===== config.mk =====
export PLATFORM = sky130hd
export DESIGN_NAME = mdu_iterative
export DESIGN_NICKNAME = d
export VERILOG_FILES = /design/src/rtl/mdu_iterative.sv
export SDC_FILE = /design/constraint.sdc
export NUM_CORES = 1
export LEC_CHECK = 0
export ABC_AREA = 1
export BUFFER_PORTS_ARGS = -buffer_cell sky130_fd_sc_hd__buf_2
export CORE_ASPECT_RATIO = 0.8
export CORE_UTILIZATION = 59
export CTS_BUF_LIST = sky130_fd_sc_hd__clkbuf_8
export DETAILED_ROUTE_END_ITERATION = 8
export PLACE_DENSITY = 0.8
export SLEW_MARGIN = 10
export SYNTH_ARGS = -nofsm -noshare
export SYNTH_HDL_FRONTEND = slang
export SYNTH_SLANG_ARGS = --single-unit

===== constraint.sdc =====
create_clock -name clk -period 3.1 [get_ports clk]
set_input_delay 0.31 -clock clk [delete_from_list [all_inputs] [get_ports clk]]
set_output_delay 0.31 -clock clk [all_outputs]
set_load 0.005 [all_outputs]

===== src/rtl/mdu_iterative.sv =====
// Iterative RV32M multiply/divide unit with start/busy/done handshake.
// Optional MDU_FAST_MUL_EN: multiplies use one combinational product.
module mdu_iterative #(
    parameter int XLEN  = 32,
    parameter int CNT_W = $clog2(XLEN) + 1
) (
    input  logic            clk,
    input  logic            reset_n,
    input  logic            start,
    input  logic [2:0]      funct3,
    input  logic [XLEN-1:0] operand_a,
    input  logic [XLEN-1:0] operand_b,
    input  logic            flush,
    output logic            busy,
    output logic            done,
    output logic [XLEN-1:0] result
);

    localparam logic [XLEN-1:0] MIN_NEG = {1'b1, {(XLEN-1){1'b0}}};

    typedef enum logic [1:0] {
        S_IDLE,
        S_COMPUTE,
        S_FINISH
    } state_t;

    state_t r_state;
    state_t w_next;

    logic [2:0]        r_op;
    logic              r_neg;
    logic              r_rneg;
    logic [CNT_W-1:0]  r_cnt;
    logic [XLEN-1:0]   r_mcand;
    logic [2*XLEN-1:0] r_acc;
    logic [XLEN-1:0]   r_rem;
    logic [XLEN-1:0]   r_result;

    logic              w_accept;
    logic              w_is_div;
    logic              w_a_sgn;
    logic              w_b_sgn;
    logic              w_a_neg;
    logic              w_b_neg;
    logic [XLEN-1:0]   w_mag_a;
    logic [XLEN-1:0]   w_mag_b;
    logic              w_div0;
    logic              w_ovf;
    logic              w_special;
    logic [XLEN-1:0]   w_spec_val;
    logic              w_fast;
    logic [XLEN-1:0]   w_fast_val;

    logic [XLEN:0]     w_sum;
    logic [2*XLEN-1:0] w_mul_acc;
    logic [XLEN:0]     w_shift;
    logic [XLEN:0]     w_diff;
    logic              w_div_ok;
    logic [XLEN-1:0]   w_div_rem;
    logic [XLEN-1:0]   w_div_q;
    logic [2*XLEN-1:0] w_step_acc;
    logic [2*XLEN-1:0] w_prod;
    logic [XLEN-1:0]   w_quo;
    logic [XLEN-1:0]   w_remf;
    logic [XLEN-1:0]   w_final;

    assign w_accept = (r_state == S_IDLE) & start & ~flush;
    assign w_is_div = funct3[2];
    assign w_a_sgn  = (funct3 == 3'b001) | (funct3 == 3'b010)
                    | (funct3[2] & ~funct3[0]);
    assign w_b_sgn  = (funct3 == 3'b001) | (funct3[2] & ~funct3[0]);
    assign w_a_neg  = w_a_sgn & operand_a[XLEN-1];
    assign w_b_neg  = w_b_sgn & operand_b[XLEN-1];
    assign w_mag_a  = w_a_neg ? -operand_a : operand_a;
    assign w_mag_b  = w_b_neg ? -operand_b : operand_b;

    assign w_div0    = (operand_b == '0);
    assign w_ovf     = w_b_sgn & (operand_a == MIN_NEG)
                     & (operand_b == '1);
    assign w_special = w_is_div & (w_div0 | w_ovf);

    always_comb begin
        w_spec_val = '0;
        if (w_div0)
            w_spec_val = funct3[1] ? operand_a : '1;
        else
            w_spec_val = funct3[1] ? '0 : MIN_NEG;
    end

`ifdef MDU_FAST_MUL_EN
    logic signed [2*XLEN-1:0] w_fa;
    logic signed [2*XLEN-1:0] w_fb;
    logic signed [2*XLEN-1:0] w_fprod;

    assign w_fa       = {{XLEN{w_a_neg}}, operand_a};
    assign w_fb       = {{XLEN{w_b_neg}}, operand_b};
    assign w_fprod    = w_fa * w_fb;
    assign w_fast     = ~funct3[2];
    assign w_fast_val = (funct3 == 3'b000) ? w_fprod[XLEN-1:0]
                                           : w_fprod[2*XLEN-1:XLEN];
`else
    assign w_fast     = 1'b0;
    assign w_fast_val = '0;
`endif

    // multiply: add multiplicand into the high half, shift right
    assign w_sum     = {1'b0, r_acc[2*XLEN-1:XLEN]}
                     + (r_acc[0] ? {1'b0, r_mcand} : '0);
    assign w_mul_acc = {w_sum, r_acc[XLEN-1:1]};

    // divide: dividend shifts out of r_acc low half, quotient shifts in
    assign w_shift    = {r_rem, r_acc[XLEN-1]};
    assign w_diff     = w_shift - {1'b0, r_mcand};
    assign w_div_ok   = w_shift[XLEN] | ~w_diff[XLEN];
    assign w_div_rem  = w_div_ok ? w_diff[XLEN-1:0] : w_shift[XLEN-1:0];
    assign w_div_q    = {r_acc[XLEN-2:0], w_div_ok};
    assign w_step_acc = r_op[2] ? {r_acc[2*XLEN-1:XLEN], w_div_q}
                                : w_mul_acc;

    assign w_prod = r_neg  ? -w_mul_acc : w_mul_acc;
    assign w_quo  = r_neg  ? -w_div_q   : w_div_q;
    assign w_remf = r_rneg ? -w_div_rem : w_div_rem;

    always_comb begin
        w_final = '0;
        case (r_op)
            3'b000:                 w_final = w_prod[XLEN-1:0];
            3'b001, 3'b010, 3'b011: w_final = w_prod[2*XLEN-1:XLEN];
            3'b100, 3'b101:         w_final = w_quo;
            default:                w_final = w_remf;
        endcase
    end

    always_ff @(posedge clk or negedge reset_n) begin
        if (!reset_n)
            r_state <= S_IDLE;
        else
            r_state <= w_next;
    end

    always_comb begin
        w_next = r_state;
        if (flush) begin
            w_next = S_IDLE;
        end else begin
            unique case (r_state)
                S_IDLE: begin
                    if (start)
                        w_next = (w_special | w_fast) ? S_FINISH : S_COMPUTE;
                end
                S_COMPUTE: begin
                    if (r_cnt == CNT_W'(1))
                        w_next = S_FINISH;
                end
                S_FINISH: w_next = S_IDLE;
                default:  w_next = S_IDLE;
            endcase
        end
    end

    always_ff @(posedge clk or negedge reset_n) begin
        if (!reset_n) begin
            r_op     <= '0;
            r_neg    <= 1'b0;
            r_rneg   <= 1'b0;
            r_cnt    <= '0;
            r_mcand  <= '0;
            r_acc    <= '0;
            r_rem    <= '0;
            r_result <= '0;
        end else if (w_accept) begin
            r_op   <= funct3;
            r_cnt  <= CNT_W'(XLEN);
            r_neg  <= w_a_neg ^ w_b_neg;
            r_rneg <= w_a_neg;
            r_rem  <= '0;
            if (w_is_div) begin
                r_mcand <= w_mag_b;
                r_acc   <= {{XLEN{1'b0}}, w_mag_a};
            end else begin
                r_mcand <= w_mag_a;
                r_acc   <= {{XLEN{1'b0}}, w_mag_b};
            end
            if (w_special)
                r_result <= w_spec_val;
            else if (w_fast)
                r_result <= w_fast_val;
        end else if ((r_state == S_COMPUTE) && !flush) begin
            r_cnt <= r_cnt - CNT_W'(1);
            r_acc <= w_step_acc;
            r_rem <= w_div_rem;
            if (r_cnt == CNT_W'(1))
                r_result <= w_final;
        end
    end

    assign busy   = (r_state != S_IDLE);
    assign done   = (r_state == S_FINISH);
    assign result = r_result;

endmodule

==> impl_results.md, run 1 <==
* Status: did not finish
* Exit stage: global routing (5_1_grt)
* Stop err: [ERROR GRT-0232] Routing congestion too high. Check the congestion heatmap in the GUI.
* Largest net degree at the start of global routing at 71
* Post-Syn Instances at 3300
* DP Area at 24470 um^2
* CTS root buffer: clkbuf_8
* IO Count at 105
* TritonCTS Buffers at 17
* Chip height at 164.5 um
* Row count at 59
* Sequential area share after synthesis at 0.2222
* CTS max path bufs at 2
* Ys async rst share at 1.000
* Flops & latches, synth at 173
* Area leader, netlist: dfrtp_1
* RePlAce Congestion at 1.162
* PortBufs at 104
* Post-synth EDFFs at 0
* Post-Syn Area at 19480 um^2
* Syn Nets at 3445
* Clk sinks at 173
* Distinct cells, synth at 63
* Detailed placement HPWL at 72650 um
* Die X at 205.2 um
* Prevailing post-synth register cell: dfrtp_1
* H-tree Lvls at 4
* Mean Syn Cell Area at 5.903 um^2
* Total track usage at 0.8826
* Crit. endpoint post-GRT repair: result[4]$_DFFE_PN0P_/D
* Synth top area share at 0.2222
* YS warnings at 0
* Leading post-synthesis cells by cell area: dfrtp_1 22%, nand2_1 19%, inv_1 9.1%
* Initial Util at 0.5997
* Worst EP kind: sequential cell input
* GRT Residual Overflow at 346
per-stage QoR:
stage                     hold WS (ns)  utilization  setup TNS [ns]  std cells  setup slack, ns
after CTS                      0.05304       0.8212          -7.016       4373          -0.3351
after detailed placement        0.3310       0.7534          -15.41       4294          -0.8903
after global placement          0.3315       0.7534          -13.95       4294          -0.7808
after floorplan                0.01441            -         -0.1345       3300         -0.05984
metal layers:
| metal | overflow | global-route usage |
|---|---|---|
| met1 | 25 | 0.8795 |
| met2 | 154 | 0.9850 |
| met3 | 30 | 0.7903 |
| met4 | 131 | 0.8805 |
| met5 | 6 | 0.6339 |
synthesized netlist by cell type, types with 7 or more instances:
cell type  number
a211oi_1        7
a21oi_1       162
a221oi_1       20
a22oi_1        12
a31oi_1        10
buf_1          12
buf_2          10
clkbuf_1       78
dfrtp_1       173
ha_1           72
inv_1         471
inv_2          19
nand2_1       998
nand2_2        40
nand2_4         9
nand3_1       234
nand3_2         8
nand3b_1       13
nand4_1        58
nor2_1        337
nor2_2         19
nor2_4          8
nor3_1         52
nor4_1         11
o2111ai_1      11
o211ai_1       32
o21ai_0       205
o21ai_1        16
o221ai_1       32
o22ai_1        13
xnor2_1        18
xor2_1         69
kinds of logic after synthesis:
| kind of cell | synth area share |
|---|---|
| AND/OR/NAND/NOR | 0.4004 |
| buffers and inverters | 0.1207 |
| AO/OA/AOI/OAI | 0.1692 |
| flip-flops | 0.2222 |
| XOR/XNOR | 0.03912 |
| adder cells (fa/ha/maj) | 0.04830 |
repair_timing:
item	CTS
buffers inserted	41
gates cloned	7
hold endpoints to repair	53
resized for setup	322
hold buffers	1
pin swaps	101
endpoints found under the setup margin	31
==> run 2: changes to the inputs <==
CORE_ASPECT_RATIO = not set   (was 0.8)
CORE_UTILIZATION = 40   (was 59)
CTS_BUF_LIST = not set   (was sky130_fd_sc_hd__clkbuf_8)
PLACE_DENSITY = not set   (was 0.8)
PLACE_DENSITY_LB_ADDON = 0.15   (was not set)
clock period = 4.03 ns   (was 3.1 ns; I/O delays follow)
==> run 2 against run 1 <==
The flow now finishes without violations. Area after synthesis stayed put. Synthesized cell count unchanged.
==> impl_results.md, run 2 <==
* Status: finished, final reports clean
* Antenna violations before repair at 2
* Cell area after layout at 22040 um^2
* Initial DRC Count at 2940
* Final Cycle Share at 0.9737
* RSZ-0062 raised after global routing: true
* Clk sinks at 173
* Ys async rst share at 1.000
* Leakage Power at 11.60 nW
* Hold crit path type: in2reg
* Most numerous cell in the Yosys netlist: nand2_1
* Final Util at 0.4606
* CP Buf/Inv Count at 3
* Final worst setup slack at 0.1060 ns
* Setup TNS at 0 ns
* IO Count at 105
* Max rail drop VDD at 0.0004801 V
* Mean Syn Cell Area at 5.903 um^2
* Top reg by flops: r_acc
* Crit path cell chain: nand2_1, inv_1, ha_1, fa_1, nand3_1, nand2_1, nand2_1, nand2_1, xor2_1, inv_1, nand2_1, nor2_1, nand3_1, nand2_1, o21ai_0, buf_4, nand4_1, o21ai_1, nand2_1
* Core area at 47850 um^2
* Slew Viols, Final at 0
* PortBufs at 104
* Area leader, netlist: dfrtp_1
* Clock-pin slew on the worst setup and hold paths at 0.08 ns
* CTS tree: yes
* CP max-delay cell: dfrtp_2
* Final net count at 3599
* CP Class: reg2reg
* Critical Path AT at 4.32 ns
* Largest net degree at the start of global routing at 75
* RePlAce Congestion at 1.054
* Slew headroom at 0.2234
* Endpoint class of the critical path: flip-flop
* Most frequent cells in the layout: 990 x nand2_1, 468 x inv_1, 329 x nor2_1, 233 x nand3_1, 199 x o21ai_0
* # DRC at 0
* Startpoint types: flip-flop
* DP Worst Slack at -0.09593 ns
* Final Power at 21.83 mW
* Vias per Instance at 5.772
* Via count at 23.55k
* Leading post-synthesis cells by cell area: dfrtp_1 22%, nand2_1 19%, inv_1 9.1%
* Average wire per standard cell at 23.69 um
* CP max FO at 6
* Number of hold violations in the final report at 0
* Flops & latches, synth at 173
* CP Data Required Time at 4.42 ns
* YS warnings at 0
* H-tree Lvls at 4
* Post-synth EDFFs at 0
* Final setup fails at 0
* TritonCTS Buffers at 17
* DRT Pass-1 Iters at 6
* Post-Syn Area at 19480 um^2
* CTS root buffer: clkbuf_16
* Total track usage at 0.3882
* Remaining antenna violation count at 0
* Syn-to-layout area delta at 13.12%
* Die X at 222.7 um
* Die area at 49590 um^2
* GRT Residual Overflow at 0
* Clk_lat worst skew at 0.51 ns
* Most common cell after layout, fill and taps aside: nand2_1
* Fin crit period at 3.924 ns
* DRT Wirelength at 96690 um
* Initial Util at 0.4071
* DP Area at 21380 um^2
* Least-Margin Pin Slew at 1.157 ns
* Most frequent cells after synthesis: 998 x nand2_1, 471 x inv_1, 337 x nor2_1
* Max reg flops at 64
* CTS max path bufs at 2
* Syn Nets at 3445
* Crit-path max cell delay at 0.45 ns
* Detailed placement HPWL at 78990 um
* Share of cells above drive strength 1 at 0.1246
* Max Cap Violations at 0
* Crit-path leading delay family: simple AND/OR/NAND/NOR gates
* Synth top area share at 0.2222
* Crit-path most repeated cell: nand2_1
* Global-route wire length before repair at 141700 um
* Distinct cells, synth at 63
* Fmax at 0.2548 GHz
* Vias in the first global route at 21.73k
* N_diodes at 0
* Sequential area share after synthesis at 0.2222
* Prevailing post-synth register cell: dfrtp_1
* Pwr Density at 990.9 nW/um^2
* Row count at 80
* Post-Syn Instances at 3300
* Final Skew at 0.01933 ns
* Chip height at 222.7 um
-- run 2: routing by layer --
metal / share of wire / global-route usage / wire length [um]
met5: 0.00012 / 0 / 12
met4: 0.057 / 0.2036 / 5465
met3: 0.095 / 0.08001 / 9145
met2: 0.41 / 0.5627 / 39760
met1: 0.44 / 0.5388 / 42310
-- run 2: where the power goes --
part | internal (mW) | switching, mW | total, mW | leakage [nW]
sequential | 2.48 | 0.844 | 3.33 | 2.19
clock | 0.869 | 0.850 | 1.72 | 0.263
combinational | 5.21 | 11.6 | 16.8 | 9.15
-- run 2: kinds of logic after synthesis --
logic type / count (synthesis) / share of synthesized area
fa+ha+maj: 74 / 0.04830
xor+xnor: 87 / 0.03912
buf+inv: 606 / 0.1207
flops: 173 / 0.2222
compound gates: 553 / 0.1692
simple gates: 1807 / 0.4004
-- run 2: cell type report --
cell class / instances / area [um^2]
clock buffer: 20 / 446.7
clock inverter: 11 / 110.1
fill: 5274 / 25810
inverter: 498 / 1873
multi-input combinational: 2521 / 12910
sequential: 173 / 4333
tap: 615 / 769.5
timing repair buffer: 243 / 1592
-- run 2: repair_timing --
item	CTS	global route
buffers inserted	0	0
endpoints found under the hold margin	39	0
setup endpoints to repair	1	21
pin swaps	0	3
hold buffers	1	0
resized for setup	1	34
-- run 2: worst reg2reg max path, cell delays in order (launching register included) --
cell     delay [ns]
dfrtp_2        0.45
nand2_1        0.14
inv_1          0.07
ha_1           0.21
fa_1           0.42
nand3_1        0.09
nand2_1        0.13
nand2_1        0.10
nand2_1        0.12
xor2_1         0.39
inv_1          0.16
nand2_1        0.09
nor2_1         0.05
nand3_1        0.13
nand2_1        0.08
o21ai_0        0.32
buf_4          0.21
nand4_1        0.27
o21ai_1        0.29
nand2_1        0.07
-- run 2: metrics by stage --
stage | cells | hold WS (ns)
after floorplan | 3300 | 0.1074
after global placement | 4049 | 0.4625
after detailed placement | 4049 | 0.4609
after CTS | 4081 | 0.2202
after global routing | 4081 | 0.2793
final | 4081 | 0.2477
-- run 2: worst paths after layout --
path,slack [ns],from,to,cells after the start
hold / removal,0.25,operand_a[12],result[12]$_DFFE_PN0P_,3
setup / recovery,0.11,r_acc[0]$_DFFE_PN0P_,result[11]$_DFFE_PN0P_,19
min in group asynchronous,0.45,reset_n,r_acc[14]$_DFFE_PN0P_,2
setup reg to reg,0.11,r_acc[0]$_DFFE_PN0P_,result[11]$_DFFE_PN0P_,19
max in group asynchronous,2.29,reset_n,r_mcand[17]$_DFFE_PN0P_,3
hold reg to reg,0.48,result[23]$_DFFE_PN0P_,result[23]$_DFFE_PN0P_,2
(Power assumes the default switching activity.)
